`src/rtl/cell_grid_pkg.sv`:
```
// Shared constants, FSM state type and index helpers for the 10x10 cell grid.
// Optional mark counter is enabled by defining CELL_GRID_COUNT_EN.
package cell_grid_pkg;
  localparam int ROWS  = 10;
  localparam int COLS  = 10;
  localparam int CELLS = ROWS * COLS;
  localparam int IDX_W = 4;
  localparam int BIT_W = 7;
  localparam logic [BIT_W-1:0] LAST_BIT = BIT_W'(CELLS - 1);

  typedef enum logic [1:0] {IDLE, TOGGLE, CLEAR} state_e;

  function automatic logic [BIT_W-1:0] cell_idx(input logic [IDX_W-1:0] row,
                                                input logic [IDX_W-1:0] col);
    return BIT_W'(row) * BIT_W'(COLS) + BIT_W'(col);
  endfunction

  function automatic logic in_range(input logic [IDX_W-1:0] row,
                                    input logic [IDX_W-1:0] col);
    return (row < IDX_W'(ROWS)) && (col < IDX_W'(COLS));
  endfunction
endpackage

```
`src/rtl/cell_grid_mem.sv`:
```
// 100-bit cell bitmap: one toggle/zero write port and a registered, range-checked read port.
// With CELL_GRID_COUNT_EN the pre-write value of the addressed bit is exported.
module cell_grid_mem
  import cell_grid_pkg::*;
(
  input  logic             clk_i,
  input  logic             rst_n_i,
  input  logic             wr_en_i,
  input  logic [BIT_W-1:0] wr_idx_i,
  input  logic             wr_toggle_i,
  input  logic [IDX_W-1:0] rd_row_i,
  input  logic [IDX_W-1:0] rd_col_i,
  output logic             rd_data_o
`ifdef CELL_GRID_COUNT_EN
  ,
  output logic             wr_old_o
`endif
);

  logic [CELLS-1:0] bits_q, bits_d;
  logic             rd_data_q, rd_data_d;

  always_comb begin
    bits_d = bits_q;
    if (wr_en_i) begin
      bits_d[wr_idx_i] = wr_toggle_i ? ~bits_q[wr_idx_i] : 1'b0;
    end
  end

  // Read samples the pre-write bitmap, so a same-edge write returns the old bit.
  always_comb begin
    rd_data_d = 1'b0;
    if (in_range(rd_row_i, rd_col_i)) begin
      rd_data_d = bits_q[cell_idx(rd_row_i, rd_col_i)];
    end
  end

  always_ff @(posedge clk_i or negedge rst_n_i) begin
    if (!rst_n_i) begin
      bits_q    <= '0;
      rd_data_q <= 1'b0;
    end else begin
      bits_q    <= bits_d;
      rd_data_q <= rd_data_d;
    end
  end

  assign rd_data_o = rd_data_q;
`ifdef CELL_GRID_COUNT_EN
  assign wr_old_o = bits_q[wr_idx_i];
`endif

endmodule

```
`src/rtl/cell_grid_store.sv`:
```
// Cell grid controller: toggle/clear FSM in front of the bitmap, plus renderer read port.
// Define CELL_GRID_COUNT_EN to add mark_count_out (population of the bitmap).
module cell_grid_store
  import cell_grid_pkg::*;
(
  input  logic             clk_in,
  input  logic             rst_n_in,
  input  logic [IDX_W-1:0] sel_row_in,
  input  logic [IDX_W-1:0] sel_col_in,
  input  logic             sel_valid_in,
  input  logic             clear_in,
  output logic             busy_out,
  output logic             ack_out,
  output logic             reject_out,
  input  logic [IDX_W-1:0] rd_row_in,
  input  logic [IDX_W-1:0] rd_col_in,
  output logic             rd_data_out
`ifdef CELL_GRID_COUNT_EN
  ,
  output logic [BIT_W-1:0] mark_count_out
`endif
);

  state_e           state_q, state_d;
  logic [IDX_W-1:0] row_q, row_d, col_q, col_d;
  logic [BIT_W-1:0] clr_idx_q, clr_idx_d;
  logic             ack_q, ack_d, reject_q, reject_d;
  logic             wr_en, wr_toggle;
  logic [BIT_W-1:0] wr_idx;

  always_comb begin
    state_d   = state_q;
    row_d     = row_q;
    col_d     = col_q;
    clr_idx_d = clr_idx_q;
    ack_d     = 1'b0;
    reject_d  = 1'b0;
    wr_en     = 1'b0;
    wr_toggle = 1'b1;
    wr_idx    = cell_idx(row_q, col_q);
    case (state_q)
      IDLE: begin
        // Clear has priority; a simultaneous select is dropped.
        if (clear_in) begin
          state_d   = CLEAR;
          clr_idx_d = '0;
          reject_d  = sel_valid_in;
        end else if (sel_valid_in) begin
          if (in_range(sel_row_in, sel_col_in)) begin
            row_d   = sel_row_in;
            col_d   = sel_col_in;
            state_d = TOGGLE;
          end else begin
            reject_d = 1'b1;
          end
        end
      end
      TOGGLE: begin
        wr_en    = 1'b1;
        state_d  = IDLE;
        ack_d    = 1'b1;
        reject_d = sel_valid_in;
      end
      CLEAR: begin
        wr_en     = 1'b1;
        wr_toggle = 1'b0;
        wr_idx    = clr_idx_q;
        clr_idx_d = clr_idx_q + BIT_W'(1);
        reject_d  = sel_valid_in;
        if (clr_idx_q == LAST_BIT) begin
          state_d = IDLE;
        end
      end
      default: state_d = IDLE;
    endcase
  end

  always_ff @(posedge clk_in or negedge rst_n_in) begin
    if (!rst_n_in) begin
      state_q   <= IDLE;
      row_q     <= '0;
      col_q     <= '0;
      clr_idx_q <= '0;
      ack_q     <= 1'b0;
      reject_q  <= 1'b0;
    end else begin
      state_q   <= state_d;
      row_q     <= row_d;
      col_q     <= col_d;
      clr_idx_q <= clr_idx_d;
      ack_q     <= ack_d;
      reject_q  <= reject_d;
    end
  end

  assign busy_out   = (state_q != IDLE);
  assign ack_out    = ack_q;
  assign reject_out = reject_q;

`ifdef CELL_GRID_COUNT_EN
  logic             wr_old;
  logic [BIT_W-1:0] count_q, count_d;

  always_comb begin
    count_d = count_q;
    if (wr_en && wr_toggle) begin
      count_d = wr_old ? count_q - BIT_W'(1) : count_q + BIT_W'(1);
    end else if (wr_en && wr_old) begin
      count_d = count_q - BIT_W'(1);
    end
  end

  always_ff @(posedge clk_in or negedge rst_n_in) begin
    if (!rst_n_in) count_q <= '0;
    else           count_q <= count_d;
  end

  assign mark_count_out = count_q;
`endif

  cell_grid_mem u_mem (
    .clk_i       (clk_in),
    .rst_n_i     (rst_n_in),
    .wr_en_i     (wr_en),
    .wr_idx_i    (wr_idx),
    .wr_toggle_i (wr_toggle),
    .rd_row_i    (rd_row_in),
    .rd_col_i    (rd_col_in),
    .rd_data_o   (rd_data_out)
`ifdef CELL_GRID_COUNT_EN
    ,
    .wr_old_o    (wr_old)
`endif
  );

endmodule
```
`config.mk`:
```
export PLATFORM = sky130hd
export DESIGN_NAME = cell_grid_store
export DESIGN_NICKNAME = d
export VERILOG_FILES = /design/src/rtl/cell_grid_pkg.sv /design/src/rtl/cell_grid_mem.sv /design/src/rtl/cell_grid_store.sv
export SDC_FILE = /design/constraint.sdc
export NUM_CORES = 1
export LEC_CHECK = 0
export ABC_AREA = 1
export CORE_ASPECT_RATIO = 0.9
export CORE_UTILIZATION = 60
export DETAILED_ROUTE_END_ITERATION = 10
export HOLD_SLACK_MARGIN = 0.1
export PLACE_DENSITY = 0.77
export SYNTH_ARGS = -nofsm -noshare
export SYNTH_HDL_FRONTEND = slang
export SYNTH_SLANG_ARGS = --single-unit
```
`constraint.sdc`:
```
create_clock -name clk_in -period 4.3 [get_ports clk_in]
set_input_delay 1.29 -clock clk_in [delete_from_list [all_inputs] [get_ports clk_in]]
set_output_delay 1.29 -clock clk_in [all_outputs]
set_load 0.01 [all_outputs]
```
---- Word level (Yosys, flattened, before mapping) ----
Index checks and enable logic that the tools add are counted.
cells by class
  add/sub/neg operators ................... 3
  multiply operators ...................... 2
  order comparisons ....................... 7
  eq/ne operators ......................... 7
  multiplexer cells ....................... 23
  bitwise operators ....................... 2
  reductions and logical operators ........ 10
operators with widths
  operator             count
  $bwmux 100           1
  $lt 4x4->1 const B   4
  $lt 7x8->1 const B   2
  $add 7x4->7          2
  $bmux 1 s7           2
  $mux 7               2
  $pmux 7 s2           1
  $mul 4x3->6 const B  2
  $mux 1               10
  $mux 2               4
  $add 7x1->7 const B  1
  $demux 1 s7          1
  $eq 7x7->1 const B   1
  $ge 7x1->1 const B   1
  $ne 3x3->1 const B   2
  $ne 2x2->1 const B   2
  $pmux 2 s2           1
  $reduce_and 4->1     1
  $reduce_bool 2->1    2
  $logic_and 1x1->1    3
  $reduce_and 3->1     1
  $eq 2x1->1 const B   1
  $eq 2x2->1 const B   1
  $logic_not 2->1      1
  4 further kinds      5
storage, ports and cells
  register bits ........................... 120
  input port bits ......................... 20
  output and inout bits ................... 4
  word-level logic and storage cells ...... 62

---- Logic depth before layout (Yosys ltp) ----
Gate-level depths: netlist (run 1).
  depth after elaboration ................. 8
  mapped depth ............................ 20

---- Hierarchy ----
Synthesis (run 1) repeated with hierarchy kept, for this count alone.
unflattened totals
  cells, all modules ...................... 1,343
  area, all modules ....................... 8,534.4 um2
by module, submodules not included
  module           times used  cells an instance  area an instance (um2)  sequential area each (um2)
  cell_grid_mem    1           1,174              7,252.0                 2,527.4
  cell_grid_store  1           169                1,282.5                 475.5

---- Least setup slack after synthesis (run 1) ----
OpenSTA, ideal clock, no wires.
  path kind ............................... in2reg
  start ................................... in rd_row_in[0]
  end ..................................... reg u_mem.rd_data_q (netlist: u_mem.rd_data_o)
  arrival time ............................ 2.978 ns
  data required time ...................... 4.229 ns
  path slack .............................. 1.250 ns
  stages .................................. 11
  path buffers ............................ 0
  path through ............................ ha_1 -> ha_1 -> xnor2_1 -> inv_1 -> nand3_1 -> nand2_1 -> o21ai_0 -> nand2_1 -> nand3_1 -> nand2_1 -> nor2_1
on the way
  word-level cells in the longest chain between the ends .. 5
  elaborated cells on any way between the ends .. 7
RTL lines
  item                          line                   source
  from (decl)                   cell_grid_store.sv:15  input logic [IDX_W-1:0] rd_row_in,
  $mul 4x3->6                   cell_grid_pkg.sv:15    return BIT_W'(row) * BIT_W'(COLS) + BIT_W'(col);
  $add 7x4->7                   cell_grid_pkg.sv:15
  $bmux 1 s7                    cell_grid_mem.sv:34    rd_data_d = bits_q[cell_idx(rd_row_i, rd_col_i)];
  $mux 1 (implied by the code)  cell_grid_mem.sv:34
  $mux 1 (*)                    cell_grid_mem.sv:33    if (in_range(rd_row_i, rd_col_i)) begin
  via u_mem.rd_data_d           cell_grid_mem.sv:21    logic rd_data_q, rd_data_d;
  to (signal assigned)          cell_grid_mem.sv:44    rd_data_q <= rd_data_d;
  to (decl)                     cell_grid_mem.sv:21
The timed path passes the listed nets; every way through them passes the cells marked *. The select of a mux whose other input is x is not followed.
A chain may end at the register's enable or synchronous reset.

---- Worst setup path in the final report (run 1) ----
  start ................................... reg row_q[1]
  end ..................................... reg u_mem.bits_q[63]
on the way
  word-level cells in the longest chain between the ends .. 8
  elaborated cells on any way between the ends .. 13
RTL lines
  item                                                                      line                   source
  from (decl)                                                               cell_grid_store.sv:25  logic [IDX_W-1:0] row_q, row_d, col_q, col_d;
  from (signal assigned)                                                    cell_grid_store.sv:88  row_q <= row_d;
  $mul 4x3->6 (*)                                                           cell_grid_pkg.sv:15
  $add 7x4->7 (*)                                                           cell_grid_pkg.sv:15
  $mux 7 (*)                                                                cell_grid_store.sv:41  case (state_q)
  $lt 7x8->1 (implied by the code) (tied with other cells)                  cell_grid_mem.sv:26    bits_d[wr_idx_i] = wr_toggle_i ? ~bits_q[wr_idx_i] : 1'b0;
  $logic_and 1x1->1 (implied by the code) / $mux 1 (equally long branches)  cell_grid_mem.sv:26
  $mux 1 / $not 1->1 (equally long branches)                                cell_grid_mem.sv:26
  $demux 1 s7 / $mux 1 (equally long branches)                              n/a
  $bwmux 100 (*)                                                            cell_grid_mem.sv:26
  to (signal assigned)                                                      cell_grid_mem.sv:43    bits_q <= bits_d;
  to (decl)                                                                 cell_grid_mem.sv:20    logic [CELLS-1:0] bits_q, bits_d;
Every way passes the cells marked *; elsewhere a longest branch is shown, timed or not. The select of a mux whose other input is x is not followed.

==> flow_metrics.tcl, run 1 <==
set metrics [dict create \
    cts_buffer_depth 2 \
    rsz0062_at_grt "no" \
    fin_cells 1487 \
    slew_violations 0 \
    synth_top_area_share_pct 34.8 \
    post_cts_buffers 0 \
    syn_area_um2 8620 \
    vias 9110 \
    core_area_um2 14000 \
    irDropWorstVdd_uv 870 \
    layout_common_cells "nand2_1, nand3_1, dfrtp_1" \
    whs_ns 0.517 \
    setup_tns_ns 0 \
    hold_buffers 0 \
    reg2reg_from "row_q[1]" \
    pwr-share-clk_pct 17.9 \
    final-hold-violation-count 0 \
    hp-start "col_q[1]" \
    synth.net_count 1350 \
    path_clk_slew_ns 0.06 \
    first_pass_iters 6 \
    seqCellArea_um2 3000 \
    place_inst 1455 \
    worstSkewPairLatency_ns 0.44 \
    start_util_pct 61.6 \
    hold_path_depth 1 \
    worst_slew_pin_slew_ns 0.875 \
    cts_tree "built" \
    grt_start_max_net_pins 101 \
    slew_headroom_pct 41.6 \
    gp_congestion 0.932 \
    crit_top_cell "nand2_1" \
    sequentialPowerShare_pct 21.4 \
    post-route-drc-count 0 \
    clock.fmax_mhz 287 \
    cp_max_fo 15 \
    fillCellCount 1271 \
    p_int_mw 3.67 \
    grt_pass1_vias 8265 \
    reg2reg_slack_ns 0.81 \
    fin_crit_ns 3.49 \
    critPathRequiredTime_ns 4.63 \
    cts_root_buffer "clkbuf_16" \
    cp-start-kind "register" \
    cts_made_buffers 17 \
    synth_top_area_cell "dfrtp_1" \
    p_sw_mw 4.96 \
    die_area_um2 14900 \
    dpl_cell_area_um2 8840 \
    leakage_nw 4.67 \
    ys_top_cells_by_area "dfrtp_1, nand2_1, nand3_1, nor2_1, o21ai_0" \
    diodes 0 \
    grt_pass1_wl_um 44400 \
    multi_input_area_um2 4900 \
    arrival_ns 3.82 \
    syn_to_final_growth_pct 9.78 \
    yosysSeqAreaShare_pct 34.8 \
    worst-path-buf-inv 2 \
    hold_class "register to register" \
    cpPeakStageDelay_ns 0.45 \
    grt_use_total_pct 39.1 \
    drt_iter0_markers 1218 \
    design_area_um2 9470 \
    avgSynthCellArea_um2 6.59 \
    max_cap_viol_count 0 \
    hold_end "col_q[1]" \
    ant_nets 0 \
    overflow 0 \
    drive_above_1_share_pct 5.95 \
    numPortBuffers 23 \
    dieWidth_um 128 \
    period_share_pct 81.2 \
    synthCells 1308 \
    yosysWarningCount 0 \
    drt-wirelength-per-cell_um 18.4 \
    p_sw_share_pct 57.5 \
    ctsResizeCount 0 \
    h-tree-depth 4 \
    power_frac_comb_pct 60.7 \
    r2r_cells 13 \
    critical-path-top-delay-family "simple AND/OR/NAND/NOR gates" \
    cts_sinks 120 \
    power_density_nw_per_um2 911 \
    post_synth_num_cell_types 38 \
    antenna_found_initial 0 \
    final_common_cell "nand2_1" \
    crit_path_cell_trace "ha_1 -> ha_1 -> inv_1 -> fa_1 -> inv_1 -> nand4_1 -> nand3_1 -> nand2_1 -> nor2_1 -> nand2_1 -> nor3_1 -> or2_2 -> nand2_1" \
    setup_viol 0 \
    dpl.hpwl_um 17200 \
    worst_setup_path_end_kind "register" \
    timing.rr.end "u_mem.bits_q[63]" \
    avgViaCountPerCell 6.13 \
    final_nets 1323 \
    die_y_um 116 \
    num_rows 41 \
    status "finished clean" \
    critPathKind "register to register" \
    crit_path_top_delay_cell "fa_1" \
    ys_seq_elements 120 \
    io_pins 24 \
    totalWireLength_um 27400 \
    skew_ns 0.00472 \
]
[power groups by stage]
stage / Combinational (mW) / Sequential, mW / Clock, mW
after global placement: 4.96 / 1.85 / 0
after global routing: 5.66 / 1.88 / 1.60
after floorplan: 3.76 / 1.72 / 0
after CTS: 5.05 / 1.83 / 1.55
final: 5.23 / 1.85 / 1.54
after detailed placement: 5.02 / 1.84 / 0
[worst max-delay path by stage]
stage                 start               end  slack, ns  cells after the start
6_report           row_q[1]  u_mem.bits_q[63]       0.81                     13
5_1_grt            row_q[1]  u_mem.bits_q[63]       0.57                     13
4_1_cts            row_q[1]  u_mem.bits_q[63]       0.86                     13
3_5_place_dp   rd_row_in[0]   u_mem.rd_data_o       0.69                     13
3_3_place_gp   rd_row_in[0]   u_mem.rd_data_o       0.65                     13
2_1_floorplan  rd_row_in[0]   u_mem.rd_data_o       1.25                     11
[routing by layer]
metal	GRT usage [%]	vias to the layer above	part of all wire, %
li1	-	4270	-
met5	0	-	0
met1	55.3	4158	42
met2	57.1	605	42
met3	10.2	77	12
met4	15.8	0	3.4
[through the flow]
step,util (%),setup slack (ns),power (mW)
after floorplan,-,1.25,5.48
after global placement,63.1,0.655,6.81
after detailed placement,63.1,0.693,6.86
after CTS,67.6,0.858,8.43
after global routing,67.6,0.568,9.14
final,67.6,0.810,8.62
[synthesized netlist by cell type (all sizes together)]
master / count
mux2: 6
a31oi: 1
clkbuf: 56
a211oi: 1
nand3: 189
xor2: 6
xnor2: 2
inv: 68
o21a: 1
o21ai: 80
o22ai: 2
nor3b: 2
o2111ai: 1
o31ai: 38
clkinv: 5
ha: 18
or2: 5
a311oi: 1
fa: 4
a22oi: 18
dfrtp: 120
nor3: 49
buf: 35
nand2: 449
a21oi: 48
nor2: 101
nand4: 1
nor4: 1
[kinds of logic after synthesis]
family | share of synthesized area [%]
adder cells (fa/ha/maj) | 3.54
AO/OA/AOI/OAI | 13.1
buffers and inverters | 8.34
multiplexers | 0.784
XOR/XNOR | 0.813
AND/OR/NAND/NOR | 38.6
flip-flops | 34.8
[layout make-up]
cell class              instances  share of cell area [%]
well taps                     193                    2.55
multi-input cells            1024                    51.8
flip-flops and latches        120                    31.7
clock inverters                13                    1.86
repair buffers                 45                    4.36
clock buffers                  19                    4.79
inverters                      73                    2.89
[registers in the layout, summed over array words and instances, names as in the netlist]
name / cells
u_mem.bits_q: 100
clr_idx_q: 7
col_q: 4
row_q: 4
state_q: 2
ack_out: 1
reject_out: 1
u_mem.rd_data_o: 1
[worst register-to-register path, delay by kind of cell, from the launching register on]
family / cells / cell delay (ns)
buffers and inverters: 2 / 0.17
flip-flops: 1 / 0.44
adder cells (fa/ha/maj): 3 / 0.97
AND/OR/NAND/NOR: 8 / 1.82
No activity file was read; power rests on OpenSTA's default activity.
==> run 2, diff against run 1 <==
- clock period: 4.3 -> 3.4 ns (I/O delays scaled with it)
==> flow_metrics.tcl, run 2 (synthesized netlist as in run 1, its figures left out) <==
set metrics [dict create \
    status "finished clean" \
    design_area_um2 9830 \
    drive_above_1_share_pct 8.35 \
    syn_to_final_growth_pct 14.0 \
    slew_violations 0 \
    start_util_pct 61.6 \
    skew_ns 0.00856 \
    core_area_um2 14000 \
    grt_start_max_net_pins 59 \
    avgViaCountPerCell 6.15 \
    fin_crit_ns 3.28 \
    die_y_um 116 \
    die_area_um2 14900 \
    critPathKind "register to register" \
    diodes 0 \
    worst_slew_pin_slew_ns 0.720 \
    crit_top_cell "inv_1" \
    final-hold-violation-count 0 \
    regMostFlops "u_mem.bits_q" \
    critPathRequiredTime_ns 3.71 \
    drt_iter0_markers 1280 \
    cts_root_buffer "clkbuf_16" \
    largest_register_ffs 100 \
    dpl_cell_area_um2 9170 \
    overflow 0 \
    num_rows 41 \
    power_density_nw_per_um2 1210 \
    layout_common_cells "nand2_1, nand3_1, dfrtp_1" \
    cp_max_fo 43 \
    final_common_cell "nand2_1" \
    numPortBuffers 23 \
    final_nets 1359 \
    multi_input_area_um2 4910 \
    reg2reg_from "row_q[3]" \
    cpPeakStageDelay_ns 0.45 \
    grt_use_total_pct 39.8 \
    irDropWorstVdd_uv 787 \
    h-tree-depth 4 \
    drt-wirelength-per-cell_um 18.5 \
    setup_tns_ns 0 \
    cts_tree "built" \
    crit_start "row_q[3]" \
    dieWidth_um 128 \
    vias 9357 \
    crit_path_cell_trace "ha_1 -> ha_1 -> inv_1 -> fa_1 -> inv_1 -> nand4_1 -> nand3_1 -> nand2_1 -> nor2_1 -> inv_1 -> nor2_1 -> nor2_4 -> buf_12 -> nand3_1 -> nand2_1" \
    arrival_ns 3.59 \
    max_cap_viol_count 0 \
    leakage_nw 4.88 \
    worst_setup_path_end_kind "register" \
    crit_path_top_delay_cell "fa_1" \
    reg_top3 "u_mem.bits_q x100, clr_idx_q x7" \
    hold_class "register to register" \
    first_pass_iters 5 \
    period_share_pct 96.4 \
    rsz0062_at_grt "no" \
    io_pins 24 \
    slew_headroom_pct 52.0 \
    path_clk_slew_ns 0.06 \
    critical-path-top-delay-family "simple AND/OR/NAND/NOR gates" \
    post-route-drc-count 0 \
    seqCellArea_um2 3000 \
    antenna_found_initial 0 \
    fillCellCount 1198 \
    gp_congestion 0.965 \
    cp-start-kind "register" \
    dpl.hpwl_um 18000 \
    hold_buffers 0 \
    clock.fmax_mhz 305 \
    setup_viol 0 \
    totalWireLength_um 28200 \
    worst-path-buf-inv 4 \
    worstSkewPairLatency_ns 0.43 \
    cts_sinks 120 \
    ant_nets 0 \
    grt_pass1_wl_um 45000 \
    cts_buffer_depth 2 \
    hp-start "col_q[0]" \
    grt_pass1_vias 8623 \
    cts_made_buffers 17 \
]
==> run 2: path summary, 6_finish.rpt <==
path	depth (start not counted)	endpoint	slack, ns
worst min-delay path	2	col_q[0]	0.52
max in group asynchronous	2	u_mem.bits_q[42]	2.04
worst max register to register	15	u_mem.bits_q[37]	0.12
min in group asynchronous	1	row_q[3]	0.53
worst min register to register	2	col_q[0]	0.52
worst max-delay path	15	u_mem.bits_q[37]	0.12
==> run 2: metrics by stage <==
stage / total power, mW / cells / hold slack [ns] / util, % / setup slack (ns)
finish: 11.9 / 1522 / 0.520 / 70.2 / 0.121
global route: 12.5 / 1522 / 0.552 / 70.2 / 0.0103
CTS: 11.4 / 1520 / 0.520 / 70.0 / 0.142
detailed placement: 9.34 / 1489 / 0.508 / 65.5 / 0.0589
global placement: 9.25 / 1489 / 0.500 / 65.5 / 0.149
floorplan: 6.92 / 1308 / 0.475 / - / 0.620
==> run 2: metal layers <==
layer | vias to the layer above | wire [µm] | track usage [%]
met1 | 4411 | 11800 | 54.2
met5 | - | 0 | 0
met3 | 74 | 3260 | 11.6
li1 | 4329 | - | -
met4 | 0 | 756 | 15.5
met2 | 543 | 12400 | 59.8
==> run 2: worst reg2reg max path, stage by stage (launching register included) <==
cell and delay (ns):
dfrtp_1 0.41, ha_1 0.28, ha_1 0.19, inv_1 0.06, fa_1 0.45, inv_1 0.10
nand4_1 0.09, nand3_1 0.13, nand2_1 0.14, nor2_1 0.38, inv_1 0.08, nor2_1 0.35
nor2_4 0.11, buf_12 0.20, nand3_1 0.11, nand2_1 0.06
==> run 2: final cells by class <==
class	instances	share of cell area (%)
sequential	120	30.6
clock inverter	11	1.99
clock buffer	20	4.54
timing repair buffer	80	7.68
multi-input combinational	1025	50.0
inverter	73	2.79
tap	193	2.46
==> run 2: timing repair <==
action                                  4_1_cts  5_1_grt
buffers inserted                              0        1
endpoints found under the setup margin        0       81
resized for setup                             0        2
==> run 2: power breakdown <==
part | switching [mW] | internal (mW)
logic | 5.42 | 2.12
clock network | 0.710 | 1.32
registers | 0.385 | 1.90
